File: src/rtl/pos_cell_reader_pkg.sv
// Shared cell definitions for the particle-position cell reader and its FIFO.
package pos_cell_reader_pkg;

    localparam int POS_WIDTH         = 32;
    localparam int CELL_DATA_WIDTH   = 3 * POS_WIDTH;
    localparam int CELL_ADDR_WIDTH   = 8;
    localparam int CELL_PARTICLE_NUM = 220;

    localparam int FIFO_DEPTH = 4;
    localparam int RD_LATENCY = 2;

    typedef struct packed {
        logic [POS_WIDTH-1:0] posz;
        logic [POS_WIDTH-1:0] posy;
        logic [POS_WIDTH-1:0] posx;
    } pos_t;

endpackage

File: src/rtl/pos_fifo_sync.sv
// Single-clock FIFO with occupancy count; storage is cleared on reset so the
// read port shows zero until the first word is written.
module pos_fifo_sync #(
    parameter int WIDTH = 8,
    parameter int DEPTH = 4
) (
    input  logic                         clk,
    input  logic                         rst,
    input  logic                         push,
    input  logic [WIDTH-1:0]             wdata,
    input  logic                         pop,
    output logic [WIDTH-1:0]             rdata,
    output logic                         empty,
    output logic [$clog2(DEPTH+1)-1:0]   count
);

    localparam int PW = (DEPTH > 1) ? $clog2(DEPTH) : 1;
    localparam int CW = $clog2(DEPTH + 1);
    localparam logic [PW-1:0] LAST_PTR = PW'(DEPTH - 1);
    localparam logic [CW-1:0] FULL_CNT = CW'(DEPTH);

    logic [WIDTH-1:0] mem_q [DEPTH];
    logic [WIDTH-1:0] mem_d [DEPTH];
    logic [PW-1:0]    wr_ptr_q, wr_ptr_d, rd_ptr_q, rd_ptr_d;
    logic [CW-1:0]    count_q, count_d;
    logic             do_push, do_pop;

    function automatic logic [PW-1:0] ptr_inc(input logic [PW-1:0] p);
        ptr_inc = (p == LAST_PTR) ? {PW{1'b0}} : p + {{(PW-1){1'b0}}, 1'b1};
    endfunction

    // Pointer, occupancy and storage next-state
    always_comb begin
        do_pop   = pop && (count_q != {CW{1'b0}});
        do_push  = push && ((count_q != FULL_CNT) || do_pop);
        mem_d    = mem_q;
        if (do_push) begin
            mem_d[wr_ptr_q] = wdata;
            wr_ptr_d        = ptr_inc(wr_ptr_q);
        end else begin
            wr_ptr_d = wr_ptr_q;
        end
        if (do_pop) begin
            rd_ptr_d = ptr_inc(rd_ptr_q);
        end else begin
            rd_ptr_d = rd_ptr_q;
        end
        case ({do_push, do_pop})
            2'b10:   count_d = count_q + {{(CW-1){1'b0}}, 1'b1};
            2'b01:   count_d = count_q - {{(CW-1){1'b0}}, 1'b1};
            default: count_d = count_q;
        endcase
    end

    // FIFO state registers
    always_ff @(posedge clk) begin
        if (rst) begin
            for (int i = 0; i < DEPTH; i++) begin
                mem_q[i] <= {WIDTH{1'b0}};
            end
            wr_ptr_q <= {PW{1'b0}};
            rd_ptr_q <= {PW{1'b0}};
            count_q  <= {CW{1'b0}};
        end else begin
            mem_q    <= mem_d;
            wr_ptr_q <= wr_ptr_d;
            rd_ptr_q <= rd_ptr_d;
            count_q  <= count_d;
        end
    end

    assign rdata = mem_q[rd_ptr_q];
    assign empty = (count_q == {CW{1'b0}});
    assign count = count_q;

endmodule

File: src/rtl/pos_cell_reader.sv
// Reads a cell's particle count from word 0, then streams words 1..N through a
// small FIFO with credit-based read issue so no returning word is ever dropped.
module pos_cell_reader
    import pos_cell_reader_pkg::*;
#(
    parameter int DATA_WIDTH   = 96,
    parameter int ADDR_WIDTH   = 8,
    parameter int PARTICLE_NUM = 220
) (
    input  logic                  clk,
    input  logic                  rst,
    input  logic                  start,
    output logic [ADDR_WIDTH-1:0] mem_address,
    output logic                  mem_rden,
    output logic                  mem_wren,
    input  logic [DATA_WIDTH-1:0] mem_q,
    output logic                  out_valid,
    input  logic                  out_ready,
    output logic [DATA_WIDTH-1:0] out_data,
    output logic [ADDR_WIDTH-1:0] out_index,
    output logic                  out_last,
    output logic [ADDR_WIDTH-1:0] particle_count,
    output logic                  busy,
    output logic                  done,
    output logic                  count_err
);

    localparam logic [2:0] S_IDLE     = 3'd0;
    localparam logic [2:0] S_CNT_RD   = 3'd1;
    localparam logic [2:0] S_CNT_WAIT = 3'd2;
    localparam logic [2:0] S_STREAM   = 3'd3;
    localparam logic [2:0] S_DRAIN    = 3'd4;

    localparam int FW = DATA_WIDTH + ADDR_WIDTH + 1;
    localparam int CW = $clog2(FIFO_DEPTH + 1);
    localparam int SW = CW + 1;
    localparam logic [ADDR_WIDTH-1:0] MAX_N  = ADDR_WIDTH'(PARTICLE_NUM - 1);
    localparam logic [ADDR_WIDTH-1:0] ZERO_A = {ADDR_WIDTH{1'b0}};
    localparam logic [ADDR_WIDTH-1:0] ONE_A  = {{(ADDR_WIDTH-1){1'b0}}, 1'b1};

    logic [2:0]            state_q, state_d;
    logic [RD_LATENCY-1:0] rd_pipe_q, rd_pipe_d;
    logic [ADDR_WIDTH-1:0] rd_addr_q, rd_addr_d;
    logic [ADDR_WIDTH-1:0] wr_idx_q, wr_idx_d;
    logic [ADDR_WIDTH-1:0] count_q, count_d;
    logic [ADDR_WIDTH-1:0] mem_address_q, mem_address_d;
    logic                  count_err_q, count_err_d;
    logic                  done_q, done_d;

    logic [ADDR_WIDTH-1:0] raw_n, clamped_n;
    logic                  count_ok, issue, rd_now, push, xfer, fifo_empty;
    logic [CW-1:0]         fifo_count;
    logic [SW-1:0]         pending;
    logic [FW-1:0]         fifo_wdata, fifo_rdata;

    // FSM state register
    always_ff @(posedge clk) begin
        if (rst) begin
            state_q <= S_IDLE;
        end else begin
            state_q <= state_d;
        end
    end

    // FSM next-state; a start coinciding with the done pulse is dropped
    always_comb begin
        state_d = state_q;
        case (state_q)
            S_IDLE: begin
                if (start && !done_q) state_d = S_CNT_RD;
                else                  state_d = S_IDLE;
            end
            S_CNT_RD: state_d = S_CNT_WAIT;
            S_CNT_WAIT: begin
                if (count_ok) state_d = (clamped_n == ZERO_A) ? S_IDLE : S_STREAM;
                else          state_d = S_CNT_WAIT;
            end
            S_STREAM: begin
                if (issue && (rd_addr_q == count_q)) state_d = S_DRAIN;
                else                                 state_d = S_STREAM;
            end
            S_DRAIN: begin
                if (xfer && out_last) state_d = S_IDLE;
                else                  state_d = S_DRAIN;
            end
            default: state_d = S_IDLE;
        endcase
    end

    // FSM outputs: a read issues only while FIFO plus in-flight words leave room
    always_comb begin
        pending = {1'b0, fifo_count};
        for (int i = 0; i < RD_LATENCY; i++) begin
            pending = pending + {{(SW-1){1'b0}}, rd_pipe_q[i]};
        end
        issue       = 1'b0;
        rd_now      = 1'b0;
        push        = 1'b0;
        mem_address = mem_address_q;
        case (state_q)
            S_CNT_RD: begin
                rd_now      = 1'b1;
                mem_address = ZERO_A;
            end
            S_STREAM: begin
                issue  = (pending < SW'(FIFO_DEPTH));
                rd_now = issue;
                push   = rd_pipe_q[RD_LATENCY-1];
                if (issue) mem_address = rd_addr_q;
                else       mem_address = mem_address_q;
            end
            S_DRAIN:  push = rd_pipe_q[RD_LATENCY-1];
            default:  push = 1'b0;
        endcase
    end

    // Datapath next-state: count capture, address/index counters, done
    always_comb begin
        raw_n         = mem_q[ADDR_WIDTH-1:0];
        count_ok      = (state_q == S_CNT_WAIT) && rd_pipe_q[RD_LATENCY-1];
        xfer          = out_valid && out_ready;
        rd_pipe_d     = {rd_pipe_q[RD_LATENCY-2:0], rd_now};
        mem_address_d = mem_address;
        count_d       = count_q;
        count_err_d   = count_err_q;
        rd_addr_d     = rd_addr_q;
        wr_idx_d      = wr_idx_q;
        if (raw_n > MAX_N) clamped_n = MAX_N;
        else               clamped_n = raw_n;
        if (count_ok) begin
            count_d     = clamped_n;
            count_err_d = count_err_q || (raw_n > MAX_N);
            rd_addr_d   = ONE_A;
            wr_idx_d    = ONE_A;
        end else begin
            if (issue) rd_addr_d = rd_addr_q + ONE_A;
            else       rd_addr_d = rd_addr_q;
            if (push)  wr_idx_d = wr_idx_q + ONE_A;
            else       wr_idx_d = wr_idx_q;
        end
        done_d = (count_ok && (clamped_n == ZERO_A)) ||
                 ((state_q == S_DRAIN) && xfer && out_last);
    end

    // Datapath registers
    always_ff @(posedge clk) begin
        if (rst) begin
            rd_pipe_q     <= {RD_LATENCY{1'b0}};
            rd_addr_q     <= ZERO_A;
            wr_idx_q      <= ZERO_A;
            count_q       <= ZERO_A;
            mem_address_q <= ZERO_A;
            count_err_q   <= 1'b0;
            done_q        <= 1'b0;
        end else begin
            rd_pipe_q     <= rd_pipe_d;
            rd_addr_q     <= rd_addr_d;
            wr_idx_q      <= wr_idx_d;
            count_q       <= count_d;
            mem_address_q <= mem_address_d;
            count_err_q   <= count_err_d;
            done_q        <= done_d;
        end
    end

    assign fifo_wdata = {(wr_idx_q == count_q), wr_idx_q, mem_q};

    pos_fifo_sync #(
        .WIDTH (FW),
        .DEPTH (FIFO_DEPTH)
    ) u_fifo (
        .clk   (clk),
        .rst   (rst),
        .push  (push),
        .wdata (fifo_wdata),
        .pop   (xfer),
        .rdata (fifo_rdata),
        .empty (fifo_empty),
        .count (fifo_count)
    );

    assign out_valid                      = !fifo_empty;
    assign {out_last, out_index, out_data} = fifo_rdata;
    assign mem_rden                       = rd_now;
    assign mem_wren                       = 1'b0;
    assign busy                           = (state_q != S_IDLE);
    assign done                           = done_q;
    assign particle_count                 = count_q;
    assign count_err                      = count_err_q;

endmodule

File: config.mk
export PLATFORM = sky130hd
export DESIGN_NAME = pos_cell_reader
export DESIGN_NICKNAME = d
export VERILOG_FILES = /design/src/rtl/pos_cell_reader_pkg.sv /design/src/rtl/pos_fifo_sync.sv /design/src/rtl/pos_cell_reader.sv
export SDC_FILE = /design/constraint.sdc
export NUM_CORES = 1
export LEC_CHECK = 0
export CAP_MARGIN = 30
export CORE_UTILIZATION = 45
export CTS_CLUSTER_SIZE = 40
export DETAILED_ROUTE_END_ITERATION = 10
export HOLD_SLACK_MARGIN = 0.05
export PLACE_DENSITY = 0.7
export SLEW_MARGIN = 10
export SYNTH_ARGS = -nofsm -noshare
export SYNTH_HDL_FRONTEND = slang
export SYNTH_SLANG_ARGS = --single-unit
File: constraint.sdc
create_clock -name clk -period 2.35 [get_ports clk]
set_input_delay 0.47 -clock clk [delete_from_list [all_inputs] [get_ports clk]]
set_output_delay 0.47 -clock clk [all_outputs]
set_load 0.1 [all_outputs]
; ---- Yosys cells after proc, flatten, opt, wreduce, memory -nomap -nowiden
; Index checks and enable logic that the tools add are counted.
[totals]
in_bits = 100
out_inout_bits = 127
register_bits = 466
wordCells = 94
[op_classes]
n_mux = 25
bitwise_logic = 2
eq_ne = 11
reduce_logical = 26
magnitude_cmp = 5
addsub = 8
[ops]
columns = operator, n
row1 = 420-bit bitwise mux, 1
row2 = 105-bit two-way mux, 3
row3 = 105-bit binary-select mux with 2-bit select, 1
row4 = 105-bit demux with 2-bit select, 1
row5 = 8-bit by 1-bit adder with 8-bit output (second input constant), 2
row6 = 8-bit == test, 2
row7 = 8-bit two-way mux, 2
row8 = 8-bit one-hot mux with 2 select lines, 1
row9 = 3-bit one-hot mux with 5 select lines, 1
row10 = 1-bit logical AND, 11
row11 = 8-bit > comparator (second input constant), 1
row12 = 8-bit logical NOT, 1
row13 = 2-bit two-way mux, 4
row14 = 1-bit two-way mux, 7
row15 = 2-bit == test (second input constant), 3
row16 = 3-bit by 2-bit == test with 1-bit output (second input constant), 2
row17 = 3-bit greater-or-equal comparator (second input constant), 2
row18 = 3-bit logical NOT, 2
row19 = 3-bit two-way mux, 2
row20 = 2-bit inverter with 3-bit output, 2
row21 = 3-bit one-hot mux with 2 select lines, 1
row22 = 2-bit nonzero test, 3
row23 = 3-bit nonzero test, 2
row24 = 2-bit by 1-bit adder with 2-bit output (second input constant), 2
row25 = 14 further kinds, 18

; ---- Logic depth before layout (Yosys ltp)
; Gate-level depths: netlist (run 1).
[logic_depth]
depth_word = 8
ltp_mapped = 11
ltp_nobuf = 8

; ---- Cells and area by module
; From an unflattened synthesis (run 1), not the netlist that was laid out.
[hier_totals]
hier_cells = 1901
area_unflattened_um2 = 20380.8
[modules_own_cells]
columns = module, cells_per_inst, seq_area_each_um2, n_inst, area_per_inst_um2
row1 = pos_fifo_sync, 1652, 8548.2, 1, 18303.8
row2 = pos_cell_reader, 249, 780.7, 1, 2077.0

; ---- Worst setup path before layout (run 1)
; Ideal clock, no wire load.
[synth_timing]
kind = register -> output
start = register rd_pipe_q[1]
end = output port mem_rden
arrival_time_ps = 2703
required_time_ps = 1880
setup_slack_ps = -823
path_stages_with_launch = 6
path_buffers = 1
path_cell_list = dfxtp_1 > ha_1 > a21oi_1 > nand2_1 > clkbuf_1 > a21oi_1
[synth_between]
elab_chain_cells = 3
[synth_rtl]
columns = item, line_no
row1 = from (decl), pos_cell_reader.sv:42  ; logic [RD_LATENCY-1:0] rd_pipe_q, rd_pipe_d;
row2 = from (signal assigned), pos_cell_reader.sv:148  ; rd_pipe_q <= {RD_LATENCY{1'b0}};
row3 = from (signal assigned), pos_cell_reader.sv:156  ; rd_pipe_q <= rd_pipe_d;
row4 = 4-bit by 1-bit adder with 4-bit output, pos_cell_reader.sv:94  ; pending = pending + {{(SW-1){1'b0}}, rd_pipe_q[i]};
row5 = 4-bit by 3-bit < comparator with 1-bit output, pos_cell_reader.sv:106  ; issue = (pending < SW'(FIFO_DEPTH));
row6 = 1-bit one-hot mux with 2 select lines, pos_cell_reader.sv:100  ; case (state_q)
row7 = to (decl), pos_cell_reader.sv:14  ; output logic mem_rden,
; Every way passes these cells.

; ---- Worst setup path in the final report (run 1)
[layout_timing]
start = register u_fifo.count_q[0] (netlist: u_fifo.count[0])
end = output port mem_address[1]
[layout_between]
elab_chain_cells = 5
[layout_rtl]
columns = item, line_no
row1 = from (decl), pos_fifo_sync.sv:25  ; logic [CW-1:0] count_q, count_d;
row2 = from (signal assigned), pos_fifo_sync.sv:63  ; count_q <= {CW{1'b0}};
row3 = from (signal assigned), pos_fifo_sync.sv:68  ; count_q <= count_d;
row4 = 3-bit by 1-bit adder with 4-bit output, pos_cell_reader.sv:94
row5 = 4-bit by 1-bit adder with 4-bit output, pos_cell_reader.sv:94
row6 = 4-bit by 3-bit < comparator with 1-bit output, pos_cell_reader.sv:106
row7 = 8-bit two-way mux, pos_cell_reader.sv:109  ; if (issue) mem_address = rd_addr_q;
row8 = 8-bit one-hot mux with 2 select lines, pos_cell_reader.sv:100
row9 = to (decl), pos_cell_reader.sv:13  ; output logic [ADDR_WIDTH-1:0] mem_address,
; Every way passes these cells.

==> results.md, run 1 <==
- Synth warn: 0
- Fillers: 3334
- Post-synthesis cell type count: 59
- Final wirelength: 55100 um
- Syn nets: 2240
- Die H: 210 um
- Leakage power: 9.70 nW
- I/O pins: 227
- Drt pass-1 iters: 8
- Grt ovf: 0
- Failing checks: negative setup slack
- Dominant synthesized flop cell: dfxtp_1
- Clk sinks: 466
- Iter 0 DRT Violations: 1302
- Worst hold-check path type: in -> reg
- Ys async rst share: 0%
- Starting Density: 46.0%
- Max H-tree Level: 2
- Die W: 210 um
- CP startpoint: u_fifo.count[0]$_SDFFE_PP0P_
- Final min period: 2.66 ns
- Via count: 16200
- Power after layout: 0.0166 W
- Antenna violations before repair: 5
- Routed WL per cell: 18.6 um
- Cell area after synthesis: 19500 um2
- Crit Reg-Reg Endpoint: u_fifo.count[2]$_SDFFE_PP0P_
- CTS tree: done
- Syn Area/Cell: 9.13 um2
- Clock slew at reported path FFs: 0.06 ns
- Fin cells: 2960
- Relative slew slack: 55.5%
- Clk root buf: clkbuf_16
- Critical Path RT: 1.88 ns
- Reg2reg start: u_fifo.count[0]$_SDFFE_PP0P_
- Final hold vios: 0
- Port Buffers: 225
- Overall routing resource usage: 24.4%
- Finished Core Util: 62.1%
- RSZ-0062 raised after global routing: true
- Vias in the first global route: 16300
- Cells after DPL: 2838
- Worst slack, placed: -0.543 ns
- CTS buffer count: 50
- Power per cell area: 631 nW/um2
- Cell depth of the worst flop-to-flop path: 8
- Reg-to-reg setup timing slack: 0.02 ns
- Post-synth EDFFs: 0
- Count of final setup violators: 114
- Global-route wire length before repair: 86300 um
- Status: finished, violations left
- CP arrival: 2.19 ns
- Placer congestion estimate: 0.805
- Critical Path End Type: primary output
- Maximum VDD drop: 432 uV
- Mapped Cells: 2130
- Clk_skew: 0.00967 ns
- Hold-fix buffers at CTS: 0
- Vias/cell: 5.47
- Routed Antenna Nets: 0
- Final Max Slew Viols: 0
- Clock buffer depth: 3
- Max-cap viol count: 0
- Synth-to-Final Area Change: 35.2%
- Post-DP HPWL: 33000 um
- Core Area: 42300 um2
- Layout Nets: 2449
- Layout cells sized above 1: 19.2%
- Type of the worst setup path: reg -> out
- Residual DRC count: 0
- Tcrit/Tclk final: 113%
- Largest net degree at the start of global routing: 140
- Final setup margin: -0.308 ns
- Highest net fanout along the worst path: 4
- Die footprint: 44100 um2
- FMAX: 376 MHz
- Register area share after synthesis: 47.9%
- Critical Path End: mem_address[1]
- #FFs+latches synth: 466
- Crit path launch type: register
- Worst skew pair latency: 0.58 ns
- Row cnt: 75
- Worst-Margin Slew: 0.668 ns
[cell type report]
cell class | instances | area, um2 | area share [%]
antenna | 5 | 12.5 | 0.0476
inverter | 6 | 22.5 | 0.0856
sequential | 466 | 9340 | 35.5
clock buffer | 76 | 1480 | 5.63
timing repair buffer | 335 | 5020 | 19.1
clock inverter | 15 | 181 | 0.690
multi-input combinational | 1480 | 9510 | 36.2
tap | 577 | 722 | 2.75
[cells in the final DEF, fill, tap and decap left out, drive strengths merged, types with 3 or more instances in the layout]
cell	instances
dfxtp	466
mux2i	109
buf	228
or3	4
inv	7
nor2	130
nand3	8
mux4	105
xnor2	18
a211oi	3
and2	7
nor3	5
a32oi	3
clkinv	9
ha	9
xor2	8
a21oi	339
nand2	651
clkbuf	85
nor3b	3
o211ai	3
nor2b	5
clkdlybuf4s50	98
or4	5
bufinv	4
o31ai	4
a31oi	3
a311o	3
diode	5
o2111a	3
o21ai	11
nand4	6
o2111ai	7
nand3b	5
[power breakdown]
| part | switching, W | internal (W) | leakage, nW |
|---|---|---|---|
| clock network | 0.00319 | 0.00477 | 0.821 |
| registers | 0.0000153 | 0.00791 | 3.75 |
| logic | 0.000431 | 0.000284 | 5.13 |
| total | 0.00363 | 0.0130 | 9.70 |
[worst min path at each step]
stage,start,to,slack (ns),depth (start not counted)
after floorplan,u_fifo.mem_q[105]$_SDFFE_PP0P_,u_fifo.mem_q[105]$_SDFFE_PP0P_,0.43,2
after CTS,rst,u_fifo.mem_q[99]$_SDFFE_PP0P_,0.20,2
after detailed placement,u_fifo.mem_q[134]$_SDFFE_PP0P_,u_fifo.mem_q[134]$_SDFFE_PP0P_,0.44,2
final,rst,u_fifo.mem_q[99]$_SDFFE_PP0P_,0.24,2
after global placement,u_fifo.mem_q[266]$_SDFFE_PP0P_,u_fifo.mem_q[266]$_SDFFE_PP0P_,0.44,2
after global routing,rst,u_fifo.mem_q[98]$_SDFFE_PP0P_,0.22,2
[critical path, cell delays in order, from the launching register on]
cell and delay (ns):
dfxtp_2 0.32, buf_6 0.11, ha_4 0.21, a21o_1 0.19, a211oi_4 0.32, a311o_2 0.29, buf_12 0.18
[Yosys cell counts (3+ instances only)]
| cell type | n | area share [%] |
|---|---|---|
| xor2_1 | 8 | 0.36 |
| a21oi_1 | 339 | 8.7 |
| buf_4 | 16 | 0.62 |
| o31ai_1 | 4 | 0.15 |
| buf_1 | 7 | 0.14 |
| or4_1 | 5 | 0.19 |
| o2111ai_1 | 3 | 0.14 |
| nand3_1 | 8 | 0.21 |
| and2_1 | 3 | 0.096 |
| o211ai_1 | 3 | 0.12 |
| or3_1 | 4 | 0.13 |
| a211oi_1 | 3 | 0.12 |
| nor2_1 | 130 | 2.5 |
| nand2_1 | 651 | 13 |
| buf_2 | 47 | 1.2 |
| o21ai_0 | 10 | 0.26 |
| a31oi_1 | 3 | 0.096 |
| nor2b_1 | 5 | 0.16 |
| ha_1 | 9 | 0.58 |
| clkbuf_1 | 103 | 2.0 |
| nor3_1 | 5 | 0.13 |
| a32oi_1 | 3 | 0.14 |
| inv_1 | 6 | 0.12 |
| nand3b_1 | 5 | 0.19 |
| o2111ai_2 | 4 | 0.31 |
| a311o_1 | 3 | 0.15 |
| o2111a_1 | 3 | 0.17 |
| mux2i_1 | 109 | 5.6 |
| xnor2_1 | 18 | 0.81 |
| and2_0 | 4 | 0.13 |
| mux4_2 | 105 | 12 |
| nand4_1 | 6 | 0.19 |
| dfxtp_1 | 466 | 48 |
[cells by family after synthesis]
logic type / share of synthesized area, %
buf+inv: 4.44
xor+xnor: 1.17
compound gates: 10.6
flops: 47.9
fa+ha+maj: 0.682
other cells: 0.0193
simple gates: 17.3
mux: 17.8
[per-stage QoR]
stage                     TNS, ns  hold WS [ns]  instance area, um2
after floorplan            -0.209         0.433               19500
after global placement     -28.08         0.438               24000
after detailed placement   -37.75         0.444               24000
after CTS                  -26.16         0.201               26000
after global routing       -32.75         0.223               26300
final                      -25.50         0.242               26300
[registers in the layout, indices dropped and copies added (netlist names)]
| name | count |
|---|---|
| u_fifo.rd_ptr_q | 2 |
| u_fifo.mem_q | 420 |
| rd_addr_q | 8 |
| count_err | 1 |
| particle_count | 8 |
| wr_idx_q | 8 |
| rd_pipe_q | 2 |
| u_fifo.count | 3 |
| state_q | 3 |
| mem_address_q | 8 |
| done | 1 |
| u_fifo.wr_ptr_q | 2 |
[timing repair]
action	4_1_cts	5_1_grt
pin swaps	11	4
endpoints found under the setup margin	114	115
resized for setup	33	13
cloned	4	11
buffers inserted	13	0
[layer usage]
| layer | track usage, % | vias to the layer above | part of all wire, % |
|---|---|---|---|
| met2 | 42.6 | 463 | 50 |
| met5 | 0 | - | 0 |
| met4 | 8.36 | 0 | 2.8 |
| li1 | - | 7693 | - |
| met1 | 30.3 | 7957 | 41 |
| met3 | 4.66 | 85 | 5.8 |
Note: power is estimated with default switching activity, not from simulation.
==> inputs of run 2 (changes only) <==
Settings changed: CORE_MARGIN set to 5, SLEW_MARGIN 10 to 30.
==> run 2 against run 1 <==
  * The flow still finishes with violations (negative setup slack)
  * Sequential power hardly changed
  * Register-to-register slack hardly changed
  * Power hardly changed
  * Sequential share of layout area hardly changed
  * Critical path depth stayed put
  * Clock power hardly changed
  * Routed wire length is 2.6% higher
  * Global-route usage is 1.6 points lower
  * Worst hold slack worse by 0.033 ns
  * Critical endpoint is now mem_address[7]
==> results.md, run 2 (synthesis results as in run 1) <==
- Met1 global-route usage: 29.1% (-1.2 points)
- Critical Path End Type: primary output
- Cell depth of the worst flop-to-flop path: 8 (unchanged)
- Layout Nets: 2448 (-0.041%)
- Drt pass-1 iters: 5 (-3)
- Vias in the first global route: 16100 (-1.3%)
- Row cnt: 76 (+1.3%)
- Routed WL per cell: 19.1 um (+2.5%)
- Clk root buf: clkbuf_16
- Worst hold-check path type: in -> reg
- Grt peak-use layer: met2
- Most frequent cells in the layout: nand2_1 (645), dfxtp_1 (462), a21oi_1 (337)
- Routed Antenna Nets: 0 (unchanged)
- Max reg flops: 420 (unchanged)
- Final Max Slew Viols: 0 (unchanged)
- Antenna violations before repair: 4 (-1)
- Type of the worst setup path: reg -> out
- Maximum VDD drop: 532 uV (+23%)
- CP Depth: 6 (unchanged)
- Overall routing resource usage: 22.8% (-1.6 points)
- FMAX: 379 MHz (+0.69%)
- Most common cell after layout, fill and taps aside: nand2_1
- Critical Path RT: 1.88 ns (about the same)
- Cells after DPL: 2839 (+0.035%)
- Critical Path Max Stage Delay: 0.32 ns (about the same)
- Failing checks: negative setup slack
- Crit path cell chain: buf_6 -> ha_4 -> a21o_1 -> a211oi_4 -> a311o_2 -> buf_12
- RSZ-0062 raised after global routing: true
- Die footprint: 47500 um2 (+7.8%)
- Final setup margin: -0.289 ns (+0.0181 ns)
- CP Buf/Inv Count: 2 (unchanged)
- Die H: 218 um (+3.8%)
- GRT met2 Usage: 38.3% (-4.2 points)
- Synth-to-Final Area Change: 35.1% (about the same)
- Highest net fanout along the worst path: 4 (unchanged)
- Leakage power: 9.72 nW (+0.21%)
- Residual DRC count: 0 (unchanged)
- Hold path cells: 2 (unchanged)
- Clock slew at reported path FFs: 0.06 ns (about the same)
- Worst skew pair latency: 0.58 ns (about the same)
- Iter 0 DRT Violations: 1417 (+8.8%)
- Clk sinks: 466 (unchanged)
- Largest net degree at the start of global routing: 158 (+13%)
- Crit path launch type: register
- Grt ovf: 0 (unchanged)
- Port Buffers: 225 (unchanged)
- Final wirelength: 56600 um (+2.6%)
- Core Area: 42900 um2 (+1.3%)
- Final min period: 2.64 ns (-0.0181 ns)
- Relative slew slack: 51.8% (-3.7 points)
- Die W: 218 um (+3.8%)
- GR Layer Usage met3: 4.04% (-0.62 points)
- Max H-tree Level: 2 (unchanged)
- Worst slack, placed: -0.552 ns (-0.00957 ns)
- CP max stage cell: dfxtp_2
- Max-cap viol count: 0 (unchanged)
- Tcrit/Tclk final: 112% (-0.77 points)
- CP arrival: 2.17 ns (-0.02 ns)
- Final hold vios: 0 (unchanged)
- Layout cells sized above 1: 19.0% (-0.19 points)
- Status: finished, violations left
- Top delay family on crit path: compound AO/OA/AOI/OAI gates
- CTS buffer count: 49 (-2.0%)
- Starting Density: 45.4% (-0.60 points)
- Clk_skew: 0.0260 ns (+0.0164 ns)
- Global-route wire length before repair: 87100 um (+0.99%)
- Power per cell area: 632 nW/um2 (about the same)
- Count of final setup violators: 114 (unchanged)
- Worst-Margin Slew: 0.723 ns (+0.0552 ns)
- Clock buffer depth: 3 (unchanged)
- I/O pins: 227 (unchanged)
- Placer congestion estimate: 0.824 (+2.4%)
- CTS tree: done
- Vias/cell: 5.49 (+0.37%)
- Via count: 16300 (+0.51%)
- Fin cells: 2964 (+0.14%)
- Hold-fix buffers at CTS: 0 (unchanged)
- Post-DP HPWL: 33800 um (+2.4%)
- Register with the most flip-flops: u_fifo.mem_q
==> run 2: path summary, 6_finish.rpt <==
check / from / to / slack [ns]
hold reg to reg: u_fifo.mem_q[394]$_SDFFE_PP0P_ / u_fifo.mem_q[394]$_SDFFE_PP0P_ / 0.45
setup reg to reg: u_fifo.count[0]$_SDFFE_PP0P_ / u_fifo.count[2]$_SDFFE_PP0P_ / 0.01
setup / recovery: u_fifo.count[0]$_SDFFE_PP0P_ / mem_address[7] / -0.29
hold / removal: rst / u_fifo.mem_q[98]$_SDFFE_PP0P_ / 0.21
==> run 2: final cells by class <==
class                   count  area (um2)
fillers                  3441       16600
multi-input cells        1480        9470
flip-flops and latches    466        9340
repair buffers            335        5040
clock buffers              80        1520
well taps                 585         732
clock inverters             9         151
inverters                   6        22.5
diodes                      3        7.51
==> run 2: layer usage <==
metal,routed length [um],up-vias,part of all wire (%)
met5,13,-,0.023
met4,1850,2,3.3
met3,3810,108,6.7
met2,28100,577,50
met1,22800,7922,40
li1,-,7671,-
==> run 2: power by group <==
part           internal (W)  switching [W]  total (W)
clock               0.00483        0.00312    0.00795
sequential          0.00791      0.0000155    0.00793
combinational      0.000290       0.000430   0.000719
==> run 2: timing repair <==
item,CTS,global route
resized for setup,40,12
gates cloned,12,6
pin swaps,8,1
buffers inserted,14,5
endpoints found under the setup margin,114,115
==> run 2: per-stage QoR <==
step	TNS [ns]	total power, W	instance area (um2)	hold WS (ns)	util (%)
final	-25.42	0.0166	26300	0.209	61.3
after global routing	-32.56	0.0171	26300	0.184	61.3
after floorplan	-0.209	0.00840	19500	0.433	-
after detailed placement	-54.12	0.00879	23800	0.445	55.5
after global placement	-29.65	0.00878	23800	0.438	55.5
after CTS	-28.11	0.0167	26100	0.165	60.8
==> inputs of run 3 (changes only) <==
Settings changed: CORE_UTILIZATION 45 to 51, PLACE_DENSITY 0.7 to 0.78, REMOVE_ABC_BUFFERS set to 1.
==> run 3 against run 2 <==
  * The run still ends with negative setup slack left
  * First-iteration DRC count fell by 9.4%
  * Non-clock buffer count rose by 4
  * Sequential share of layout area rose by 0.33 points
  * Die area fell by 11%
  * Cell count fell by 2.7%
  * Worst hold slack improved by 0.0016 ns
  * Critical path depth fell by 2
  * Fmax barely moved
  * Critical path type unchanged
  * Largest power group is now registers
==> results.md, run 3 (synthesis results as in run 1) <==
- Final wirelength: 55600 um (-1.7%)
- Clk_skew: 0.0202 ns (-0.00587 ns)
- Cell depth of the worst flop-to-flop path: 10 (+2)
- Count of final setup violators: 116 (+1.8%)
- CTS tree: done
- Crit Reg-Reg Endpoint: u_fifo.count[2]$_SDFFE_PP0P_
- Most common cell after layout, fill and taps aside: nand2_1
- Worst hold start: rst
- Clock slew at reported path FFs: 0.06 ns (about the same)
- Die footprint: 42200 um2 (-11%)
- Final min period: 2.64 ns (+0.00263 ns)
- Reg-to-reg setup timing slack: -0.26 ns (-0.27 ns)
- Final setup margin: -0.292 ns (-0.00263 ns)
- Starting Density: 51.7% (+6.3 points)
- Hold-fix buffers at CTS: 0 (unchanged)
- Row cnt: 71 (-6.6%)
- Layout Nets: 2449 (+0.041%)
- Clock buffer depth: 3 (unchanged)
- Post-DP HPWL: 33900 um (+0.37%)
- Power per cell area: 623 nW/um2 (-1.4%)
- Vias/cell: 5.75 (+4.7%)
- Iter 0 DRT Violations: 1284 (-9.4%)
- Largest net degree at the start of global routing: 160 (+1.3%)
- Worst-Margin Slew: 0.866 ns (+0.143 ns)
- Failing checks: negative setup slack
- Placer congestion estimate: 0.824 (about the same)
- Antenna violations before repair: 0 (-4)
- Via count: 16600 (+1.9%)
- Critical Path Max Stage Delay: 0.57 ns (+0.25 ns)
- Routed Antenna Nets: 0 (unchanged)
- Hold WS: 0.211 ns (+0.00162 ns)
- FMAX: 378 MHz (about the same)
- Overall routing resource usage: 25.6% (+2.8 points)
- Final hold vios: 0 (unchanged)
- CTS buffer count: 46 (-6.1%)
- Reg2reg start: u_fifo.count[0]$_SDFFE_PP0P_
- Leakage power: 9.67 nW (-0.56%)
- Type of the worst setup path: reg -> out
- Clk sinks: 466 (unchanged)
- Worst skew pair latency: 0.56 ns (-0.02 ns)
- Max H-tree Level: 2 (unchanged)
- CP arrival: 2.17 ns (about the same)
- Grt ovf: 0 (unchanged)
- Layout cells sized above 1: 19.3% (+0.28 points)
- Register with the most flip-flops: u_fifo.mem_q
- CP Depth: 4 (-2)
- Final Max Slew Viols: 0 (unchanged)
- Die W: 205 um (-5.8%)
- Vias in the first global route: 17000 (+5.3%)
- Worst slack, placed: -0.601 ns (-0.0483 ns)
- CP max stage cell: mux4_2
- Cells after DPL: 2769 (-2.5%)
- TNS Setup: -27.27 ns (-1.84 ns)
- Worst hold-check path type: in -> reg
- Most frequent cells in the layout: nand2_1 (646), dfxtp_1 (461), a21oi_1 (336)
- Port Buffers: 225 (unchanged)
- Clk root buf: clkbuf_16
- Synth-to-Final Area Change: 33.8%
- Core Area: 37700 um2 (-12%)
- Worst Hold End: particle_count[1]$_SDFFE_PP0P_
- Hold path cells: 2 (unchanged)
- Die H: 205 um (-5.8%)
- Residual DRC count: 0 (unchanged)
- Relative slew slack: 42.2% (-9.5 points)
- Drt pass-1 iters: 6 (+1)
- Global-route wire length before repair: 87900 um (+0.90%)
- Maximum VDD drop: 601 uV (+13%)
- Crit path launch type: register
- Critical Path RT: 1.88 ns (about the same)
- Routed WL per cell: 19.3 um (+1.0%)
- Top delay family on crit path: multiplexers
- Max-cap viol count: 0 (unchanged)
- RSZ-0062 raised after global routing: true
- Crit path top cell by count: buf_12
- Status: finished, violations left
- Tcrit/Tclk final: 112% (about the same)
- Max reg flops: 420 (unchanged)
- Crit path cell chain: buf_12 -> buf_16 -> mux4_2 -> buf_12
- I/O pins: 227 (unchanged)
- Fin cells: 2885 (-2.7%)
- Critical Path End Type: primary output
- CP Buf/Inv Count: 3 (+1)
- Highest net fanout along the worst path: 7 (+3)
[run 3: cell types whose count changed in the layout (fill, tap and decap cells not counted), moves of 2 or more]
cell and change:
a311o_1 +3, a311o_2 -3, buf_12 +2, buf_16 -6, buf_4 +4, buf_8 +6, clkbuf_1 -8, clkbuf_16 -4
clkinvlp_4 +2, diode_2 -2, inv_6 +2, nand2_4 -2, nand3_2 -2
[run 3: worst max-delay path by stage]
stage                                              end                             from
after floorplan                               out_last  u_fifo.rd_ptr_q[0]$_SDFFE_PP0P_
after global placement    u_fifo.count[2]$_SDFFE_PP0P_                        out_ready
after detailed placement  u_fifo.count[2]$_SDFFE_PP0P_                        out_ready
after CTS                               mem_address[1]     u_fifo.count[0]$_SDFFE_PP0P_
after global routing                    mem_address[1]     u_fifo.count[0]$_SDFFE_PP0P_
final                                     out_data[17]  u_fifo.rd_ptr_q[0]$_SDFFE_PP0P_
[run 3: report_power, final]
part	total (W)	switching (W)	internal (W)
combinational	0.000719	0.000434	0.000285
clock	0.00757	0.00308	0.00449
sequential	0.00793	0.0000175	0.00791
[run 3: per-stage QoR]
stage	power, W	area, um2	util [%]
after floorplan	0.00829	18600	-
after global placement	0.00877	23700	63.0
after detailed placement	0.00878	23700	63.0
after CTS	0.0163	25900	68.9
after global routing	0.0167	26000	69.1
final	0.0162	26000	69.1
[run 3: cell type report]
type / instances / area (um2)
repair buffers: 339 / 4990
multi-input cells: 1480 / 9460
clock buffers: 69 / 1410
clock inverters: 13 / 163
flip-flops and latches: 466 / 9340
diodes: 1 / 2.50
well taps: 511 / 639
fillers: 2685 / 11600
inverters: 6 / 22.5
[run 3: metal layers]
layer,vias up,GRT usage (%),share of wire (%)
met1,8095,32.1,39
met2,714,44.1,50
met3,120,4.96,7.6
met5,-,0,0
met4,0,9.07,3.0
li1,7659,-,-
[run 3: repair_timing]
item                                    in CTS  in global routing
endpoints found under the setup margin     115                115
setup buffers                               19                  8
pin swaps                                   11                 12
gates resized for setup                     54                 16
gates cloned                                 8                  4
